--- src/rtl/csc_sync_mon_multi.sv ---
// Frame-marker sync monitor for NLINK CFEB optical links split into two groups (ME1/b, ME1/a).
// Each group arms after TTC resync, then tracks marker agreement, consecutive-bad loss, error counts and culprit links.
module csc_sync_mon_multi #(
    parameter int NLINK    = 7,
    parameter int NSPLIT   = 4,
    parameter int ERRCNT_W = 16,
    parameter int THRESH_W = 4
) (
    input  logic                clock,
    input  logic                global_reset,
    input  logic                ttc_resync,
    input  logic                cnt_clear,
    input  logic [8*NLINK-1:0]  kchar,
    input  logic [NLINK-1:0]    link_good,
    input  logic [NLINK-1:0]    fiber_enable,
    input  logic [NLINK-1:0]    sync_done,
    input  logic [3:0]          arm_dly0,
    input  logic [3:0]          arm_dly1,
    input  logic [THRESH_W-1:0] bad_thresh,
    output logic [1:0]          synced,
    output logic [1:0]          lostsync,
    output logic [ERRCNT_W-1:0] err_cnt0,
    output logic [ERRCNT_W-1:0] err_cnt1,
    output logic [NLINK-1:0]    bad_link_mask,
    output logic [3:0]          mon_state
);

    typedef enum logic [1:0] {
        ST_IDLE = 2'd0,
        ST_ARM  = 2'd1,
        ST_MON  = 2'd2,
        ST_LOST = 2'd3
    } mon_state_t;

    function automatic logic [NLINK-1:0] grp0_mask_f();
        logic [NLINK-1:0] m;
        for (int i = 0; i < NLINK; i++) begin
            m[i] = (i < NSPLIT);
        end
        return m;
    endfunction

    localparam logic [NLINK-1:0] GRP0_MASK = grp0_mask_f();
    localparam logic [NLINK-1:0] GRP1_MASK = ~GRP0_MASK;

    logic [NLINK-1:0]    lg_r1;
    logic [NLINK-1:0]    lg_r2;
    logic [NLINK-1:0]    skip;
    logic [NLINK-1:0]    valid;
    logic [NLINK-1:0]    culprit;
    logic [7:0]          anchor_k [2];
    logic [1:0]          anchor_found;
    logic [1:0]          bad;
    logic [1:0]          grp_done;
    logic [1:0]          in_mon;
    logic [NLINK-1:0]    mon_mask;
    logic [THRESH_W-1:0] thresh_eff;
    logic [3:0]          arm_dly [2];

    mon_state_t          state_q  [2];
    logic [3:0]          arm_cnt  [2];
    logic [THRESH_W-1:0] cons_cnt [2];
    logic [THRESH_W-1:0] cons_next [2];

    // A link is ignored while idle (FC), unlocked now or two cycles ago, or disabled.
    always_comb begin
        for (int i = 0; i < NLINK; i++) begin
            skip[i]  = (kchar[8*i +: 8] == 8'hFC) || !link_good[i] || !lg_r2[i] || !fiber_enable[i];
            valid[i] = (kchar[8*i+1 +: 4] == 4'hE);
        end
    end

    // Reference marker per group: the lowest-index link that is not skipped.
    always_comb begin
        anchor_found = 2'b00;
        anchor_k[0]  = 8'h00;
        anchor_k[1]  = 8'h00;
        for (int i = 0; i < NLINK; i++) begin
            if (i < NSPLIT) begin
                if (!skip[i] && !anchor_found[0]) begin
                    anchor_found[0] = 1'b1;
                    anchor_k[0]     = kchar[8*i +: 8];
                end
            end else begin
                if (!skip[i] && !anchor_found[1]) begin
                    anchor_found[1] = 1'b1;
                    anchor_k[1]     = kchar[8*i +: 8];
                end
            end
        end
    end

    always_comb begin
        for (int i = 0; i < NLINK; i++) begin
            if (i < NSPLIT) begin
                culprit[i] = !skip[i] && (!valid[i] || (kchar[8*i +: 8] != anchor_k[0]));
            end else begin
                culprit[i] = !skip[i] && (!valid[i] || (kchar[8*i +: 8] != anchor_k[1]));
            end
        end
    end

    always_comb begin
        bad[0]      = |(culprit & GRP0_MASK);
        bad[1]      = |(culprit & GRP1_MASK);
        grp_done[0] = &(sync_done | GRP1_MASK);
        grp_done[1] = &(sync_done | GRP0_MASK);
        in_mon[0]   = (state_q[0] == ST_MON) || (state_q[0] == ST_LOST);
        in_mon[1]   = (state_q[1] == ST_MON) || (state_q[1] == ST_LOST);
        mon_mask    = (in_mon[0] ? GRP0_MASK : '0) | (in_mon[1] ? GRP1_MASK : '0);
        thresh_eff  = (bad_thresh == '0) ? THRESH_W'(1) : bad_thresh;
        arm_dly[0]  = arm_dly0;
        arm_dly[1]  = arm_dly1;
        for (int g = 0; g < 2; g++) begin
            cons_next[g] = (&cons_cnt[g]) ? cons_cnt[g] : cons_cnt[g] + THRESH_W'(1);
        end
    end

    assign mon_state = {state_q[1], state_q[0]};

    // Per-group monitor FSMs; resync restarts them exactly like reset.
    always_ff @(posedge clock) begin
        if (global_reset || ttc_resync) begin
            for (int g = 0; g < 2; g++) begin
                state_q[g]  <= ST_IDLE;
                arm_cnt[g]  <= 4'd0;
                cons_cnt[g] <= '0;
            end
            synced   <= 2'b11;
            lostsync <= 2'b00;
        end else begin
            for (int g = 0; g < 2; g++) begin
                case (state_q[g])
                    ST_IDLE: begin
                        synced[g]   <= 1'b1;
                        lostsync[g] <= 1'b0;
                        cons_cnt[g] <= '0;
                        if (grp_done[g]) begin
                            state_q[g] <= ST_ARM;
                            arm_cnt[g] <= arm_dly[g];
                        end
                    end
                    ST_ARM: begin
                        synced[g]   <= 1'b1;
                        lostsync[g] <= 1'b0;
                        if (!grp_done[g]) begin
                            state_q[g] <= ST_IDLE;
                        end else if (arm_cnt[g] == 4'd0) begin
                            state_q[g] <= ST_MON;
                        end else begin
                            arm_cnt[g] <= arm_cnt[g] - 4'd1;
                        end
                    end
                    ST_MON: begin
                        if (!grp_done[g]) begin
                            state_q[g]  <= ST_IDLE;
                            synced[g]   <= 1'b1;
                            cons_cnt[g] <= '0;
                        end else begin
                            synced[g] <= !bad[g];
                            if (bad[g]) begin
                                cons_cnt[g] <= cons_next[g];
                                if (cons_next[g] >= thresh_eff) begin
                                    state_q[g]  <= ST_LOST;
                                    lostsync[g] <= 1'b1;
                                end
                            end else begin
                                cons_cnt[g] <= '0;
                            end
                        end
                    end
                    ST_LOST: begin
                        if (!grp_done[g]) begin
                            state_q[g]  <= ST_IDLE;
                            synced[g]   <= 1'b1;
                            lostsync[g] <= 1'b0;
                            cons_cnt[g] <= '0;
                        end else begin
                            synced[g]   <= !bad[g];
                            lostsync[g] <= 1'b1;
                        end
                    end
                    default: state_q[g] <= ST_IDLE;
                endcase
            end
        end
    end

    // Link history, error counters and culprit mask; resync leaves the counters alone.
    always_ff @(posedge clock) begin
        if (global_reset) begin
            lg_r1         <= '0;
            lg_r2         <= '0;
            err_cnt0      <= '0;
            err_cnt1      <= '0;
            bad_link_mask <= '0;
        end else begin
            lg_r1 <= link_good;
            lg_r2 <= lg_r1;
            if (!ttc_resync) begin
                if (cnt_clear) begin
                    err_cnt0      <= '0;
                    err_cnt1      <= '0;
                    bad_link_mask <= '0;
                end else begin
                    if (in_mon[0] && bad[0] && !(&err_cnt0)) begin
                        err_cnt0 <= err_cnt0 + ERRCNT_W'(1);
                    end
                    if (in_mon[1] && bad[1] && !(&err_cnt1)) begin
                        err_cnt1 <= err_cnt1 + ERRCNT_W'(1);
                    end
                    bad_link_mask <= bad_link_mask | (culprit & mon_mask);
                end
            end
        end
    end

endmodule

--- config.mk ---
export PLATFORM = sky130hd
export DESIGN_NAME = csc_sync_mon_multi
export DESIGN_NICKNAME = d
export VERILOG_FILES = /design/src/rtl/csc_sync_mon_multi.sv
export SDC_FILE = /design/constraint.sdc
export NUM_CORES = 1
export LEC_CHECK = 0
export CAP_MARGIN = 10
export CELL_PAD_IN_SITES_DETAIL_PLACEMENT = 1
export CELL_PAD_IN_SITES_GLOBAL_PLACEMENT = 2
export CORE_MARGIN = 5
export CORE_UTILIZATION = 31
export DETAILED_ROUTE_END_ITERATION = 10
export GPL_TIMING_DRIVEN = 1
export PLACE_DENSITY = 0.95
export SYNTH_ARGS = -nofsm -noshare
export SYNTH_HDL_FRONTEND = slang
export SYNTH_SLANG_ARGS = --single-unit
--- constraint.sdc ---
create_clock -name clock -period 8.8 [get_ports clock]
set_clock_uncertainty 0.2 [all_clocks]
set_input_delay 2.2 -clock clock [delete_from_list [all_inputs] [get_ports clock]]
set_output_delay 2.2 -clock clock [all_outputs]
set_load 0.05 [all_outputs]
; After elaboration in Yosys (flattened, before gate mapping)
; Memory sizes are Yosys's and may differ from the RTL's.
; Cells that the tools add are included.
[classes]
n_addsub = 6
n_bitwise = 30
shifts = 0
n_div = 0
n_reduce_logical = 112
mux = 148
eq_ne = 33
mul = 0
magnitude_cmp = 2
[op_table]
columns = cell, n
row1 = 1-bit two-way mux, 101
row2 = 4-bit two-way mux, 18
row3 = 16-bit two-way mux, 4
row4 = "8-bit == test, second input constant", 7
row5 = 8-bit two-way mux, 7
row6 = 8-bit inequality test, 7
row7 = 1-bit zero test, 42
row8 = "16-bit by 1-bit adder with 16-bit output, second input constant", 2
row9 = 16-bit AND reduction, 2
row10 = 1-bit logical OR, 31
row11 = "4-bit == test, second input constant", 7
row12 = 1-bit bitwise OR, 26
row13 = 2-bit two-way mux, 12
row14 = 1-bit logical AND, 16
row15 = 7-bit two-way mux, 2
row16 = 4-bit zero test, 3
row17 = 4-bit AND reduction, 3
row18 = 3-bit AND reduction, 3
row19 = "4-bit by 1-bit adder with 4-bit output, second input constant", 2
row20 = "2-bit == test, second input constant", 4
row21 = 4-bit >= comparator, 2
row22 = "2-bit inequality test, second input constant", 4
row23 = 2-bit OR reduction, 4
row24 = "4-bit by 1-bit subtractor with 4-bit output, second input constant", 2
row25 = 13 further kinds, 20
[totals]
mem_bits_ro = 0
latchBits = 0
reg_bits = 57
mem_count = 3
word_cells = 342
out_inout_bits = 47
in_bits = 93
ramBits = 20
[mem_list]
columns = memory, words, word_bits, read_ports, rd_clocked_by_memory_dff, wr, line_no
row1 = arm_cnt, 2, 4, 2, 0, 2, 61  ; logic [3:0] arm_cnt [2];
row2 = cons_cnt, 2, 4, 2, 0, 2, 62  ; logic [THRESH_W-1:0] cons_cnt [2];
row3 = state_q, 2, 2, 2, 0, 2, 60  ; mon_state_t state_q [2];

; Logic depth before layout (Yosys ltp)
; Gate-level depths: netlist (run 1).
[logic_depth]
depth_word = 25
depth_mapped = 14
ltp_nobuf = 14

; Worst setup path after synthesis (run 1)
; Ideal clock, no wire load.
[synth_timing]
path_kind = input-to-reg
startpoint = in kchar[11]
endpoint = mem state_q[0][0] (netlist bit), enable pin
setup_slack_ps = 3379
path_stages = 13
n_path_buf = 3
arrival_time_ps = 4947
t_required_ps = 8326
cell_sequence = buf_4 -> nand4b_4 -> o21a_1 -> buf_6 -> or4_1 -> clkbuf_2 -> nor3_2 -> o311ai_1 -> or4b_4 -> a211oi_4 -> and2_2 -> or2_2 -> a31oi_1
[synth_rtl]
columns = element, line_no
row1 = start: declaration, 13  ; input logic [8*NLINK-1:0] kchar,
row2 = end: declaration, 60

==> impl_metrics.ini, run 1 <==
[status]
status = finished, final reports clean

[route]
ant_nets = 0
viasPerCell = 5.59
firstDrtPassIters = 4
detail_route.wl_per_cell_um = 18.2
via_count = 5876
routed_wl_um = 19200
drcViolationCount = 0
first_iter_violations = 291

[worst_hold_path]
hold_path_depth = 1
hp-start = lg_r1[6]
hp-class = reg2reg

[clocking]
clk_pin_slew_worst_paths_ns = 0.06
postCtsHoldBufs = 0
cts-resized-gates = 0
cts_buffers = 9
clock_sinks = 77
insertion_delay_ns = 0.34
cts-root-buf = clkbuf_16
cts_setup_buffers = 0
cts.path.max_buffers = 2
cts_tree = yes
h-tree-depth = 3

[placed_design]
routabilityCongestion = 0.890
hpwl_um = 14900
placedCellCount = 1036
portBuffers = 139

[layout]
fin_nets = 925
multi_input_area_sq_um = 3590
drive_above_1_share_pct = 6.44
fillers = 2146
layout.cells.non_filler = 1052
area_growth_pct = 33.7
insertedDiodeCount = 0
regArea_sq_um = 1740

[die]
die_width_um = 144
dieHeight_um = 144
start_util_pct = 31.3
core_sq_um = 17800
io_pins = 140
dieArea_sq_um = 20800
fp-row-count = 49

[synth]
synth_seq_cells = 77
postSynthCellCount = 692
netlist_area_sq_um = 5580
avgSynthCellArea_sq_um = 8.06
ys_async_sr_fraction_pct = 0
synth_cell_type_count = 82
syn_nets = 799
synth_edf_count = 20
synthFlopType = dfxtp_1
yosysWarnings = 0
seq_area_frac_synth_pct = 31.2

[critical_path]
crit_start = kchar[1]
worst_r2r_endpoint = state_q[0][1]
crit_slowest_cell = a21oi_2
cp_top_family = compound AO/OA/AOI/OAI gates
r2r_cells = 10
worstSetupStartpointType = input port
critPathMaxFanout = 16
critPathArrivalTime_ns = 6.19
crit_chain = clkdlybuf4s50_1 -> and4b_1 -> a21oi_2 -> a311oi_1 -> or2_2 -> a2111o_1 -> or4b_4 -> a211oi_4 -> and2_2 -> or2_2 -> a31oi_1
cpPeakStageDelay_ns = 0.63
reg2reg_slack_ns = 4.50
r2r-start = lg_r2[0]
path_depth = 11
worst_ep_required_time_ns = 8.66
worst-path-buf-inv = 1
crit_type = in2reg
crit_end = state_q[0][1]
cp-end-kind = flip-flop
cp_common_cell = or2_2

[timing]
whs_ns = 0.236
period_share_pct = 71.9
max_freq_ghz = 0.158
worst_slew_pin_slew_ns = 0.984
drv_slew = 0
finalCriticalPeriod_ns = 6.33
setup_viol = 0
rsz0062_at_grt = no
setup_tns_ns = 0
timing.slew.headroom_pct = 34.4
final_hold_viol_count = 0

[grt]
grt_usage_pct = 18.4
grt_pass1_wl_um = 30600
antenna_found_initial = 0
gr-total-overflow = 0
grt_max_degree = 25
grt_pass1_vias = 5931

[power_and_ir_drop]
power.leakage_nw = 2.65
p_total_w = 0.000905
p_per_area_nw_per_um2 = 121
peakVddDrop_mv = 0.0868

[run]
cap_violations = 0
-- sequential cells by signal, summed over array words and instances, names as in the netlist --
name and cells:
err_cnt1 16, state_q 4, err_cnt0 16, lg_r2 7, bad_link_mask 7, lostsync 2
cons_cnt 8, synced 2, arm_cnt 8, lg_r1 7
-- power breakdown --
part	switching (W)	leakage, nW	internal [W]	total [W]
logic	0.0000789	1.82	0.0000753	0.000154
registers	0.00000921	0.695	0.000371	0.000380
clock network	0.000151	0.137	0.000219	0.000371
-- placed cells by master (no fill, tap or decap), drive strengths merged, types with 5 or more instances in the layout --
cell	count
a311oi	5
clkbuf	10
clkdlybuf4s50	139
mux2i	8
buf	6
and3	17
nor3	27
a31o	8
edfxtp	20
nand2b	13
a31oi	5
and2	5
nand2	45
nor2b	21
a21o	9
nand4	16
a2bb2oi	7
or2	6
a211oi	12
or3	12
o22ai	5
nor2	71
nand3	40
o21a	7
dfxtp	57
a21oi	48
nand4b	10
nor4	8
o221ai	5
o211a	5
xnor2	22
and4b	6
o21ai	39
inv	31
ha	14
-- layer usage --
metal,global-route usage [%],wire [um],vias up
li1,-,-,2850
met1,23.0,8520,2847
met2,32.1,9300,162
met3,3.60,1010,17
met4,5.06,341,0
met5,0,0,-
-- synthesized netlist by cell type, types with 14 or more instances --
cell type | number | area share, %
nor2b_1 | 21 | 2.4
nand2_1 | 45 | 3.0
o21ai_0 | 36 | 3.2
edfxtp_1 | 20 | 11
nor3_1 | 26 | 2.3
a21oi_1 | 45 | 4.0
clkbuf_1 | 22 | 1.5
nand4_1 | 16 | 1.8
and3_1 | 17 | 1.9
nand3_1 | 40 | 3.6
ha_1 | 14 | 3.1
nor2_1 | 70 | 4.7
xnor2_1 | 22 | 3.5
inv_1 | 30 | 2.0
dfxtp_1 | 57 | 20
-- worst min path at each step --
stage                    end  slack [ns]
floorplan           lg_r2[0]        0.21
global placement    lg_r2[5]        0.22
detailed placement  lg_r2[2]        0.23
CTS                 lg_r2[6]        0.24
global route        lg_r2[2]        0.26
finish              lg_r2[6]        0.24
-- logic make-up after synthesis --
logic type | share of synthesized area [%]
and+or+nand+nor | 30.7
AOI/OAI and AO/OA | 24.4
DFF | 31.2
buffers and inverters | 4.53
xor gates and xnor gates | 3.77
adders and majority gates | 3.14
muxes | 2.24
-- area by class of cell --
| type | instances | share of cell area, % |
|---|---|---|
| tap | 229 | 3.84 |
| multi-input combinational | 555 | 48.1 |
| clock buffer | 10 | 3.07 |
| sequential | 77 | 23.4 |
| clock inverter | 6 | 0.839 |
| timing repair buffer | 145 | 19.3 |
| inverter | 30 | 1.51 |
-- through the flow --
stage               cell area (sq um)  worst slack, ns  utilization [%]
finish                           7460             2.47             41.8
floorplan                        5580             3.38                -
CTS                              7460             2.54             41.8
detailed placement               7170             2.17             40.2
global placement                 7170             2.27             40.2
global route                     7460             2.33             41.8
(Power assumes the default switching activity.)
==> run 2: changes to the inputs <==
Settings changed: CORE_UTILIZATION 31 to 26, PLACE_DENSITY 0.95 to 0.86.
Clock period 8.8 ns to 5.5 ns, I/O delays scaled along.
==> run 2 against run 1 <==
Net effect: count of clock-buffer cells in the layout is 1 higher; utilization is 5.3 points lower; worst hold slack better by 0.0052 ns; global-route usage is 1.8 points lower; final cell count is 6.7% higher; register-to-register slack worse by 2.8 ns; via count is 1.3% higher; largest power group unchanged; worst setup slack worse by 2.1 ns; sequential share of layout area is 0.74 points lower; sequential power is 60% higher; critical path type unchanged.
==> impl_metrics.ini, run 2 (synthesized netlist as in run 1, its figures left out) <==
[layout]
drive_above_1_share_pct = 9.20
area_growth_pct = 38.1
multi_input_area_sq_um = 3590
layout_common_cells = clkdlybuf4s50_1, nor2_1, dfxtp_1
fillers = 2530
largestRegisters = err_cnt0 x16, err_cnt1 x16
layout_commonest_cell = clkdlybuf4s50_1
fin_nets = 950
insertedDiodeCount = 0
regArea_sq_um = 1740

[clocking]
cts-root-buf = clkbuf_16
insertion_delay_ns = 0.34
clock_sinks = 77
postCtsHoldBufs = 0
cts_setup_buffers = 0
h-tree-depth = 3
cts_tree = yes
clk_pin_slew_worst_paths_ns = 0.07
cts-resized-gates = 0
cts.path.max_buffers = 2
cts_buffers = 9

[placed_design]
portBuffers = 139
hpwl_um = 16200
routabilityCongestion = 0.941

[critical_path]
cp-end-kind = flip-flop
worstSetupStartpointType = input port
worst_ep_required_time_ns = 5.54
crit_type = in2reg
critPathMaxFanout = 8
critPathArrivalTime_ns = 5.19

[power_and_ir_drop]
p_total_w = 0.00147
p_seq_share_pct = 41.4
switching_power_w = 0.000392
p_per_area_nw_per_um2 = 190
swShare_pct = 26.7
power.leakage_nw = 2.78
internal-power_w = 0.00108
power_frac_clock_pct = 40.9
pwr-share-comb_pct = 17.6
peakVddDrop_mv = 0.133

[die]
start_util_pct = 26.5
dieHeight_um = 156
fp-row-count = 53
dieArea_sq_um = 24500
io_pins = 140
die_width_um = 156
core_sq_um = 21100

[status]
status = finished, final reports clean

[timing]
finalCriticalPeriod_ns = 5.15
setup_tns_ns = 0
setup_viol = 0
timing.slew.headroom_pct = 41.7
max_freq_ghz = 0.194
final_hold_viol_count = 0
period_share_pct = 93.6
rsz0062_at_grt = no
drv_slew = 0
worst_slew_pin_slew_ns = 0.875

[grt]
gr-total-overflow = 0
grt_pass1_wl_um = 32600
grt_usage_pct = 16.5
antenna_found_initial = 0
grt_pass1_vias = 6139
grt_max_degree = 25

[route]
first_iter_violations = 196
detail_route.wl_per_cell_um = 18.3
drcViolationCount = 0
via_count = 5952
firstDrtPassIters = 5
routed_wl_um = 20500
viasPerCell = 5.30
ant_nets = 0

[worst_hold_path]
hp-class = reg2reg

[run]
cap_violations = 0
==> run 2: cell count changes in the layout (fill, tap and decap cells not counted), sizes merged <==
cell / before / now
buf: 6 / 31
clkinv: 2 / 1
clkbuf: 10 / 11
==> run 2: worst paths after layout <==
path	from	cells past startpoint	endpoint	slack [ns]
max reg2reg	lg_r2[1]	12	err_cnt0[4]	1.72
max	kchar[10]	12	err_cnt0[11]	0.35
min	lg_r1[5]	1	lg_r2[5]	0.24
min reg2reg	lg_r1[5]	1	lg_r2[5]	0.24
==> run 2: worst max-delay path, stage by stage <==
cell and delay (ns):
clkdlybuf4s50_1 0.61, nand4b_4 0.23, o21a_1 0.32, or4_1 0.65, o221a_1 0.27, o311ai_1 0.25
or4b_4 0.21, a211oi_4 0.06, buf_4 0.15, a2111oi_2 0.70, a21oi_1 0.15, o21a_1 0.21
==> run 2: area by class of cell <==
type                       instances  area share, %
inverter                          30           1.46
sequential                        77           22.6
clock inverter                     5          0.763
multi-input combinational        555           46.6
clock buffer                      11           3.02
tap                              275           4.47
timing repair buffer             170           21.1
==> run 2: power groups by stage <==
stage	Combinational (W)	Sequential, W	Clock [W]
floorplan	0.000115	0.000621	0
global placement	0.000254	0.000620	0
detailed placement	0.000257	0.000620	0
CTS	0.000259	0.000608	0.000627
global route	0.000281	0.000610	0.000650
finish	0.000259	0.000608	0.000600
==> run 2: routing by layer <==
layer | GRT usage [%] | vias up | wire length, um
li1 | - | 2899 | -
met1 | 21.0 | 2851 | 9140
met2 | 28.0 | 176 | 9610
met3 | 3.93 | 26 | 1340
met4 | 4.75 | 0 | 414
met5 | 0 | - | 0
==> run 2: stage by stage <==
stage / setup WS, ns / util (%) / instances / area [sq um] / hold WS [ns]
after floorplan: 0.904 / - / 692 / 5580 / 0.214
after global placement: 0.166 / 35.1 / 1107 / 7410 / 0.217
after detailed placement: 0.0438 / 35.1 / 1107 / 7410 / 0.227
after CTS: 0.396 / 36.5 / 1123 / 7700 / 0.248
after global routing: 0.197 / 36.5 / 1123 / 7700 / 0.264
final: 0.350 / 36.5 / 1123 / 7700 / 0.241
